--- src/rtl/display_plane_scaler_pkg.sv ---
// Shared constants for the display plane scaler: default geometry, pixel width
// and the legacy-compatible state encoding.
package display_pkg;

    localparam int unsigned PIXEL_W_DEF     = 24;
    localparam int unsigned IMG_W_DEF       = 80;
    localparam int unsigned IMG_H_DEF       = 60;
    localparam int unsigned SCALE_SHIFT_DEF = 3;
    localparam int unsigned ADDR_W_DEF      = 13;
    localparam int unsigned ROM_LAT_DEF     = 1;

    localparam int unsigned STATE_W = 2;
    typedef logic [STATE_W-1:0] state_t;

    localparam state_t ST_IDLE  = 2'd0;
    localparam state_t ST_RUN   = 2'd1;
    localparam state_t ST_DRAIN = 2'd2;

endpackage

--- src/rtl/display_plane_scaler_skid_fifo.sv ---
// Small synchronous FIFO carrying a pixel plus a start-of-frame tag; absorbs
// ROM returns while the downstream FIFO is back-pressuring.
module pixel_skid_fifo #(
    parameter int unsigned DEPTH = 4,
    parameter int unsigned WIDTH = 24
) (
    input  logic                         clk,
    input  logic                         rst_n,
    input  logic                         push_i,
    input  logic [WIDTH-1:0]             push_data_i,
    input  logic                         push_sof_i,
    input  logic                         pop_i,
    output logic                         empty_o,
    output logic [$clog2(DEPTH+1)-1:0]   count_o,
    output logic [WIDTH-1:0]             head_data_o,
    output logic                         head_sof_o
);

    localparam int unsigned CNT_W = $clog2(DEPTH + 1);
    localparam int unsigned PTR_W = (DEPTH > 1) ? $clog2(DEPTH) : 1;
    localparam logic [PTR_W-1:0] PTR_LAST = PTR_W'(DEPTH - 1);

    logic [WIDTH:0]     mem_q [DEPTH];
    logic [PTR_W-1:0]   wr_ptr_q, wr_ptr_d;
    logic [PTR_W-1:0]   rd_ptr_q, rd_ptr_d;
    logic [CNT_W-1:0]   count_q, count_d;

    always_comb begin
        wr_ptr_d = (wr_ptr_q == PTR_LAST) ? '0 : wr_ptr_q + 1'b1;
        rd_ptr_d = (rd_ptr_q == PTR_LAST) ? '0 : rd_ptr_q + 1'b1;
        count_d  = count_q;
        if (push_i && !pop_i) begin
            count_d = count_q + 1'b1;
        end else if (!push_i && pop_i) begin
            count_d = count_q - 1'b1;
        end
    end

    always_ff @(posedge clk or negedge rst_n) begin
        if (!rst_n) begin
            for (int unsigned i = 0; i < DEPTH; i++) begin
                mem_q[i] <= '0;
            end
            wr_ptr_q <= '0;
            rd_ptr_q <= '0;
            count_q  <= '0;
        end else begin
            if (push_i) begin
                mem_q[wr_ptr_q] <= {push_sof_i, push_data_i};
                wr_ptr_q        <= wr_ptr_d;
            end
            if (pop_i) begin
                rd_ptr_q <= rd_ptr_d;
            end
            count_q <= count_d;
        end
    end

    assign empty_o     = (count_q == '0);
    assign count_o     = count_q;
    assign head_data_o = mem_q[rd_ptr_q][WIDTH-1:0];
    assign head_sof_o  = mem_q[rd_ptr_q][WIDTH];

endmodule

--- src/rtl/display_plane_scaler.sv ---
// Fetches a stored image from ROM, up-scales it by 2^SCALE_SHIFT in both axes
// and streams it in raster order into the VGA output FIFO.
module display_plane_scaler
    import display_pkg::*;
#(
    parameter int unsigned PIXEL_W     = PIXEL_W_DEF,
    parameter int unsigned IMG_W       = IMG_W_DEF,
    parameter int unsigned IMG_H       = IMG_H_DEF,
    parameter int unsigned SCALE_SHIFT = SCALE_SHIFT_DEF,
    parameter int unsigned ADDR_W      = ADDR_W_DEF,
    parameter int unsigned ROM_LAT     = ROM_LAT_DEF
) (
    input  logic               clk,
    input  logic               rst,
    input  logic               enable,
    input  logic               fifo_full,
    input  logic [PIXEL_W-1:0] in_pixel,
    output logic               rom_en,
    output logic [ADDR_W-1:0]  rom_addr,
    output logic               fifo_wr,
    output logic [PIXEL_W-1:0] out_pixel,
    output logic               out_sof,
    output logic               frame_done
);

    localparam int unsigned H_RES = IMG_W << SCALE_SHIFT;
    localparam int unsigned V_RES = IMG_H << SCALE_SHIFT;
    localparam int unsigned XW    = $clog2(H_RES + 1);
    localparam int unsigned YW    = $clog2(V_RES + 1);
    localparam int unsigned D     = ROM_LAT + 2;
    localparam int unsigned OCC_W = $clog2(D + 1);
    localparam int unsigned IF_W  = $clog2(ROM_LAT + 1);

    localparam logic [XW-1:0] X_LAST = XW'(H_RES - 1);
    localparam logic [YW-1:0] Y_LAST = YW'(V_RES - 1);
    localparam logic [YW-1:0] Y_MASK = YW'((1 << SCALE_SHIFT) - 1);

    state_t              state_q, state_d;
    logic [XW-1:0]       x_q, x_d;
    logic [YW-1:0]       y_q, y_d;
    logic [ADDR_W-1:0]   row_base_q, row_base_d;
    logic [ROM_LAT-1:0]  vld_q, vsof_q;
    logic                frame_done_q;

    logic [IF_W-1:0]     inflight;
    logic [OCC_W-1:0]    fifo_count;
    logic [OCC_W-1:0]    occ;
    logic                issue;
    logic                last_write;
    logic                skid_empty;
    logic                head_sof;

    always_comb begin
        inflight = '0;
        for (int unsigned i = 0; i < ROM_LAT; i++) begin
            inflight = inflight + IF_W'(vld_q[i]);
        end
    end

    // Occupancy counts reads still in the ROM pipe, so issuing can never
    // overrun the skid buffer regardless of how long fifo_full is held.
    assign occ        = fifo_count + OCC_W'(inflight);
    assign issue      = (state_q == ST_RUN) && (occ < OCC_W'(D));
    assign fifo_wr    = !skid_empty && !fifo_full;
    assign last_write = (state_q == ST_DRAIN) && fifo_wr &&
                        (inflight == '0) && (fifo_count == OCC_W'(1));

    assign rom_en     = issue;
    assign rom_addr   = row_base_q + ADDR_W'(x_q >> SCALE_SHIFT);
    assign out_sof    = head_sof && fifo_wr;
    assign frame_done = frame_done_q;

    always_comb begin
        state_d    = state_q;
        x_d        = x_q;
        y_d        = y_q;
        row_base_d = row_base_q;
        case (state_q)
            ST_IDLE: begin
                if (enable) state_d = ST_RUN;
            end
            ST_RUN: begin
                if (issue) begin
                    if (x_q == X_LAST) begin
                        x_d = '0;
                        if (y_q == Y_LAST) begin
                            y_d        = '0;
                            row_base_d = '0;
                            state_d    = ST_DRAIN;
                        end else begin
                            y_d = y_q + 1'b1;
                            if (((y_q + 1'b1) & Y_MASK) == '0) begin
                                row_base_d = row_base_q + ADDR_W'(IMG_W);
                            end
                        end
                    end else begin
                        x_d = x_q + 1'b1;
                    end
                end
            end
            ST_DRAIN: begin
                if (last_write) state_d = enable ? ST_RUN : ST_IDLE;
            end
            default: state_d = ST_IDLE;
        endcase
    end

    always_ff @(posedge clk or negedge rst) begin
        if (!rst) begin
            state_q      <= ST_IDLE;
            x_q          <= '0;
            y_q          <= '0;
            row_base_q   <= '0;
            vld_q        <= '0;
            vsof_q       <= '0;
            frame_done_q <= 1'b0;
        end else begin
            state_q      <= state_d;
            x_q          <= x_d;
            y_q          <= y_d;
            row_base_q   <= row_base_d;
            vld_q[0]     <= issue;
            vsof_q[0]    <= issue && (x_q == '0) && (y_q == '0);
            for (int unsigned i = 1; i < ROM_LAT; i++) begin
                vld_q[i]  <= vld_q[i-1];
                vsof_q[i] <= vsof_q[i-1];
            end
            frame_done_q <= last_write;
        end
    end

    pixel_skid_fifo #(
        .DEPTH (D),
        .WIDTH (PIXEL_W)
    ) u_skid (
        .clk         (clk),
        .rst_n       (rst),
        .push_i      (vld_q[ROM_LAT-1]),
        .push_data_i (in_pixel),
        .push_sof_i  (vsof_q[ROM_LAT-1]),
        .pop_i       (fifo_wr),
        .empty_o     (skid_empty),
        .count_o     (fifo_count),
        .head_data_o (out_pixel),
        .head_sof_o  (head_sof)
    );

endmodule
--- config.mk ---
export PLATFORM = sky130hd
export DESIGN_NAME = display_plane_scaler
export DESIGN_NICKNAME = d
export VERILOG_FILES = /design/src/rtl/display_plane_scaler_pkg.sv /design/src/rtl/display_plane_scaler_skid_fifo.sv /design/src/rtl/display_plane_scaler.sv
export SDC_FILE = /design/constraint.sdc
export NUM_CORES = 1
export LEC_CHECK = 0
export BUFFER_PORTS_ARGS = -buffer_cell sky130_fd_sc_hd__buf_2
export CAP_MARGIN = 10
export CORE_MARGIN = 4
export CORE_UTILIZATION = 50
export CTS_CLUSTER_SIZE = 25
export DETAILED_ROUTE_END_ITERATION = 6
export GPL_TIMING_DRIVEN = 0
export PLACE_DENSITY_LB_ADDON = 0.15
export SLEW_MARGIN = 10
export SYNTH_ARGS = -nofsm -noshare
export SYNTH_HDL_FRONTEND = slang
export SYNTH_HIERARCHICAL = 1
export SYNTH_SLANG_ARGS = --single-unit
--- constraint.sdc ---
create_clock -name clk -period 3.6 [get_ports clk]
set_input_delay 0.54 -clock clk [delete_from_list [all_inputs] [get_ports clk]]
set_output_delay 0.54 -clock clk [all_outputs]
set_load 0.01 [all_outputs]
# Word-level counts from Yosys, hierarchy flattened

Cells that the tools add are included.

Add/sub/neg operators: 9
Multipliers: 0
Divide/modulo/power cells: 0
$lt $le $gt $ge: 4
Equality and inequality tests: 12
Shifts and indexed selects: 0
Multiplexer cells: 21
Bitwise gates (word level): 3
Reduce and logical (&&, ||, !) cells: 26

Operator list:

| kind                                          | number |
|---|---|
| bitwise mux 75 bit                            | 1 |
| two-way mux 25 bit                            | 3 |
| binary-select mux 25 bit (select 2 bit)       | 1 |
| demux 25 bit (select 2 bit)                   | 1 |
| two-way mux 13 bit                            | 2 |
| zero test 9 bit                               | 2 |
| two-way mux 2 bit                             | 9 |
| adder 13 x 7 -> 13 bit                        | 1 |
| adder 13 x 7 -> 13 bit, second input constant | 1 |
| logical AND 1 bit                             | 11 |
| adder 10 x 1 -> 10 bit, second input constant | 1 |
| equality test 10 bit, second input constant   | 1 |
| zero test 10 bit                              | 1 |
| two-way mux 10 bit                            | 1 |
| adder 9 x 1 -> 9 bit, second input constant   | 1 |
| equality test 9 bit, second input constant    | 1 |
| two-way mux 9 bit                             | 1 |
| adder 2 x 1 -> 2 bit, second input constant   | 3 |
| equality test 2 bit, second input constant    | 3 |
| >= comparator 3 bit, second input constant    | 2 |
| inequality test 2 bit, second input constant  | 3 |
| NOT 2 -> 3 bit                                | 2 |
| case mux 2 bit (3 select lines)               | 1 |
| AND reduction 5 bit                           | 1 |
| 14 further kinds                              | 21 |

Register bits after elaboration: 118
Bits in latches: 0
Memory bits (writable): 0
ROM bits: 0
Input bits: 28
Output and inout port bits: 41
Word-level logic and storage cells: 88
Memories: 0

# Depth between registers and ports, before layout

Word-level depth: 8
Mapped depth: 7
Gate-level depth less buffers: 7

# Cells and area by module

The synthesis kept the hierarchy.

Modules (own cells, without submodules):

| module               | times used | cells each | area an instance (µm²) | seq. area each (µm²) |
|---|---|---|---|---|
| pixel_skid_fifo      | 1          | 265        | 3639.7                 | 2026.9 |
| display_plane_scaler | 1          | 216        | 2087.0                 | 825.8 |

# Worst setup path after synthesis

OpenSTA, ideal clock, no wires.

Path kind: flip-flop to output port
Start point: register x_q[8]
End point: output port rom_addr[10]
Data arrival time: 1528 ps
Path slack: 1532 ps
Stages on the path, launching flop included: 6
Buffers on the path: 0
Path through: dfrtp_1 ha_1 a21o_1 a21oi_1 nand4b_1 xnor2_1

Word-level cells in the longest chain between the ends: 1

RTL lines:

| what                     | RTL line                    | RTL |
|---|---|---|
| start: declaration       | display_plane_scaler.sv:39  | `logic [XW-1:0] x_q, x_d;` |
| start signal: assignment | display_plane_scaler.sv:111 | `x_q <= '0;` |
| start signal: assignment | display_plane_scaler.sv:119 | `x_q <= x_d;` |
| adder 13 x 7 -> 13 bit   | display_plane_scaler.sv:69  | `assign rom_addr = row_base_q + ADDR_W'(x_q >> SCALE_SHIFT);` |
| end: declaration         | display_plane_scaler.sv:19  | `output logic [ADDR_W-1:0] rom_addr,` |

No other way between the ends.

# Worst setup path in the final report

Start point: register u_skid.rd_ptr_q[0]
End point: output port out_pixel[11]

Word-level cells in the longest chain between the ends: 4

RTL lines:

| what                                                  | RTL line                             | RTL |
|---|---|---|
| start: declaration                                    | display_plane_scaler_skid_fifo.sv:25 | `logic [PTR_W-1:0] rd_ptr_q, rd_ptr_d;` |
| start signal: assignment                              | display_plane_scaler_skid_fifo.sv:53 | `rd_ptr_q <= rd_ptr_d;` |
| NOT 2 -> 3 bit (implied by the code)                  | display_plane_scaler_skid_fifo.sv:61 | `assign head_data_o = mem_q[rd_ptr_q][WIDTH-1:0];` |
| binary-select mux 25 bit (select 2 bit)               | display_plane_scaler_skid_fifo.sv:61 |  |
| two-way mux 25 bit (implied by the code) (2 in a row) | display_plane_scaler_skid_fifo.sv:61 |  |
| end: declaration                                      | display_plane_scaler.sv:21           | `output logic [PIXEL_W-1:0] out_pixel,` |

No other way between the ends. The select of a mux whose other input is x is not followed.

==> flow_metrics.py <==
metrics = {
    "worst_setup_path": {
        "critPathLaunchType": "flip-flop",
        "crit_fanout": 10,
        "cp_data_required_time_ns": 3.06,
        "end_kind": "output port",
        "cp.arrival_ns": 2.33,
        "worstSetupPathType": "reg2out",
    },
    "cts": {
        "cts_hold_buf": 0,
        "cts_made_buffers": 17,
        "post-cts-setup-buffers": 0,
        "cts_resized": 0,
        "clock-sinks": 114,
        "clkLatencyLatePin_ns": 0.41,
        "cts_tree": "built",
        "clockBufferDepth": 2,
        "cts-root-buf": "clkbuf_16",
        "h-tree-depth": 4,
        "clk_pin_slew_ns": 0.05,
    },
    "timing": {
        "fin_crit_sh": 0.7975,
        "finalMaxSlewViolations": 0,
        "hold_slack_ns": 0.07278,
        "tightest_slew_ns": 0.7737,
        "finalClockSkew_ns": 0.005527,
        "rsz0062_at_grt": "no",
        "fmax_mhz": 348.3,
        "tns_ns": 0,
        "maxSlewHeadroom": 0.4825,
        "layout_min_cycle_time_ns": 2.871,
        "hold_violations": 0,
        "setup_viol": 0,
    },
    "place": {
        "io_buffers": 68,
        "hpwl_um": 8806,
        "place_congestion": 0.8856,
        "placed_area_mm2": 0.006276,
    },
    "global_routing": {
        "overflow": 0,
        "gr-usage-all-layers": 0.2069,
        "antenna_found_initial": 0,
        "grt_pass1_vias": 4151,
        "grt_max_degree": 64,
        "grt_pass1_wl_um": 21240,
    },
    "power": {
        "leakagePower_nw": 3.272,
        "power.density_mw_per_mm2": 937.1,
        "peakVddDrop_uv": 612.7,
    },
    "routing": {
        "via_per_inst": 5.616,
        "dr_total_vias": 4055,
        "routed_wl_um": 12810,
        "met2_length_um": 6189,
        "drc": 0,
        "routed.top_layer": "met4",
        "drt_iter0_drc": 308,
        "wl_met3_um": 632,
        "ant_nets": 0,
        "wire_per_inst_um": 17.74,
        "met1_length_um": 5892,
        "drt_first_pass_iters": 5,
    },
    "synth": {
        "synth_area_leaders": "dfrtp_1 (50%), mux2_2 (11%), mux2i_1 (5.6%), mux2_4 (5.2%), o21ai_0 (3.3%)",
        "syn-instance-count": 481,
        "synth-edff-count": 0,
        "synth_area_mm2": 0.005727,
        "yosys_warnings": 6,
        "postSynthAreaPerCell_um2": 11.91,
        "synth-seq-cells": 114,
        "yosys.cell_types.count": 45,
        "yosysSeqAreaShare": 0.4981,
        "yosys.area.top_type_share": 0.4981,
        "synth_ff_type": "dfrtp_1",
        "async_flop_share": 1.000,
        "yosys.area.top_type": "dfrtp_1",
        "synthesis.nets": 520,
    },
    "layout": {
        "area_delta_synth_final_pct": 21.08,
        "diodes": 0,
        "post_route_cells_drive_above_1_share": 0.3454,
        "final_util": 0.6286,
        "n_fill_cell": 883,
        "fin_nets": 608,
        "post-route-cell-area_mm2": 0.006934,
    },
    "die": {
        "die_h_um": 115.0,
        "initial_utilization": 0.5192,
        "io_pins": 69,
        "rows": 38,
        "fp.dieW_um": 115.0,
        "core_region_area_mm2": 0.01103,
        "dieArea_mm2": 0.01323,
    },
    "outcome": {
        "status": "complete, no violations",
    },
    "job": {
        "maxCapViolCount": 0,
    },
    "hold_path": {
        "hold_class": "in2async",
    },
}
-- final timing paths --
check                                               start                      endpoint  slack (ns)  cells past startpoint
min reg2reg                  u_skid/mem_q[71]$_DFFE_PN0P_  u_skid/mem_q[71]$_DFFE_PN0P_        0.48                      1
min in group clk                             in_pixel[23]  u_skid/mem_q[73]$_DFFE_PN0P_        0.39                      2
max in group asynchronous                             rst            x_q[7]$_DFFE_PN0P_        2.85                      2
max reg2reg                               vld_q$_DFF_PN0_     row_base_q[7]$_DFFE_PN0P_        1.42                      5
min                                                   rst   u_skid/mem_q[7]$_DFFE_PN0P_        0.07                      1
max                        u_skid/rd_ptr_q[0]$_DFFE_PN0P_                 out_pixel[11]        0.73                      7
-- per-stage QoR --
stage / total power, mW / setup slack (ns) / instances
after global routing: 6.891 / 0.5408 / 722
after global placement: 4.548 / 0.6529 / 689
after detailed placement: 4.653 / 1.161 / 690
after CTS: 6.562 / 0.7148 / 722
final: 6.498 / 0.7289 / 722
after floorplan: 3.851 / 1.532 / 481
-- placed cells by master (no fill, tap or decap), types with 5 or more instances in the layout --
cell and n:
ha_1 11, nor2_1 12, a2111oi_0 7, nor3_1 5, dfrtp_1 114, nand4_1 11, xnor2_1 12, inv_1 9
mux2i_1 32, xor2_1 10, a21oi_1 5, mux2_2 55, nand3_1 13, o31ai_1 6, clkbuf_16 17, buf_2 83
buf_6 5, o21ai_0 38, nand2_1 34, bufinv_16 6, mux2_4 20, clkbuf_1 13
-- synthesized netlist by cell type, drive strengths merged (4+ instances only) --
cell type	n
dfrtp	114
mux2	78
o21ai	38
nand2	34
mux2i	32
buf	22
nand3	13
inv	12
nor2	12
xnor2	12
ha	11
nand4	11
clkbuf	10
xor2	10
a2111oi	7
nor3	6
o31ai	6
a21oi	5
a211oi	4
a21o	4
and3	4
o41ai	4
or4b	4
-- flip-flops by register name (all words and copies together) (netlist names), 2 cells and up --
register	cells
u_skid/mem_q	75
x_q	10
row_base_q	9
y_q	9
state_q	2
u_skid/count_o	2
u_skid/rd_ptr_q	2
u_skid/wr_ptr_q	2
-- worst max-delay path, cell delays in order (launching register included) --
cell	delay, ns
dfrtp_1	0.31
clkbuf_1	0.33
nor2b_1	0.17
buf_2	0.20
clkbuf_1	0.46
nand2_1	0.10
o21ai_0	0.14
buf_2	0.19
-- per-layer routing --
layer,vias to the layer above,GRT usage
li1,1921,-
met1,2018,0.2783
met2,106,0.3322
met3,10,0.05421
met4,0,0.06025
met5,-,0
-- where the power goes --
part	total (mW)	leakage (nW)	internal (mW)	switching, mW
registers	2.12	1.40	1.80	0.321
clock network	1.88	0.321	1.31	0.567
logic	2.50	1.56	1.22	1.27
total	6.50	3.27	4.34	2.16
-- cell type report --
type                            instances  area (µm²)  share of cell area
Multi-Input combinational cell        323        2651              0.3824
Clock buffer                           21       450.4             0.06496
Timing Repair Buffer                   69       374.1             0.05395
Buffer                                 32       177.7             0.02562
Inverter                               12       45.04            0.006496
Tap cell                              140       175.2             0.02526
Clock inverter                         11       207.7             0.02995
Sequential cell                       114        2853              0.4114
-- logic make-up after synthesis --
family,count (synthesis),share of synthesized area
xor gates and xnor gates,22,0.03365
DFF,114,0.4981
buffers and inverters,44,0.03889
adders and majority gates,11,0.02403
and+or+nand+nor,107,0.1012
muxes,110,0.2224
AOI/OAI and AO/OA,73,0.08171
Note: power is estimated with default switching activity, not from simulation.
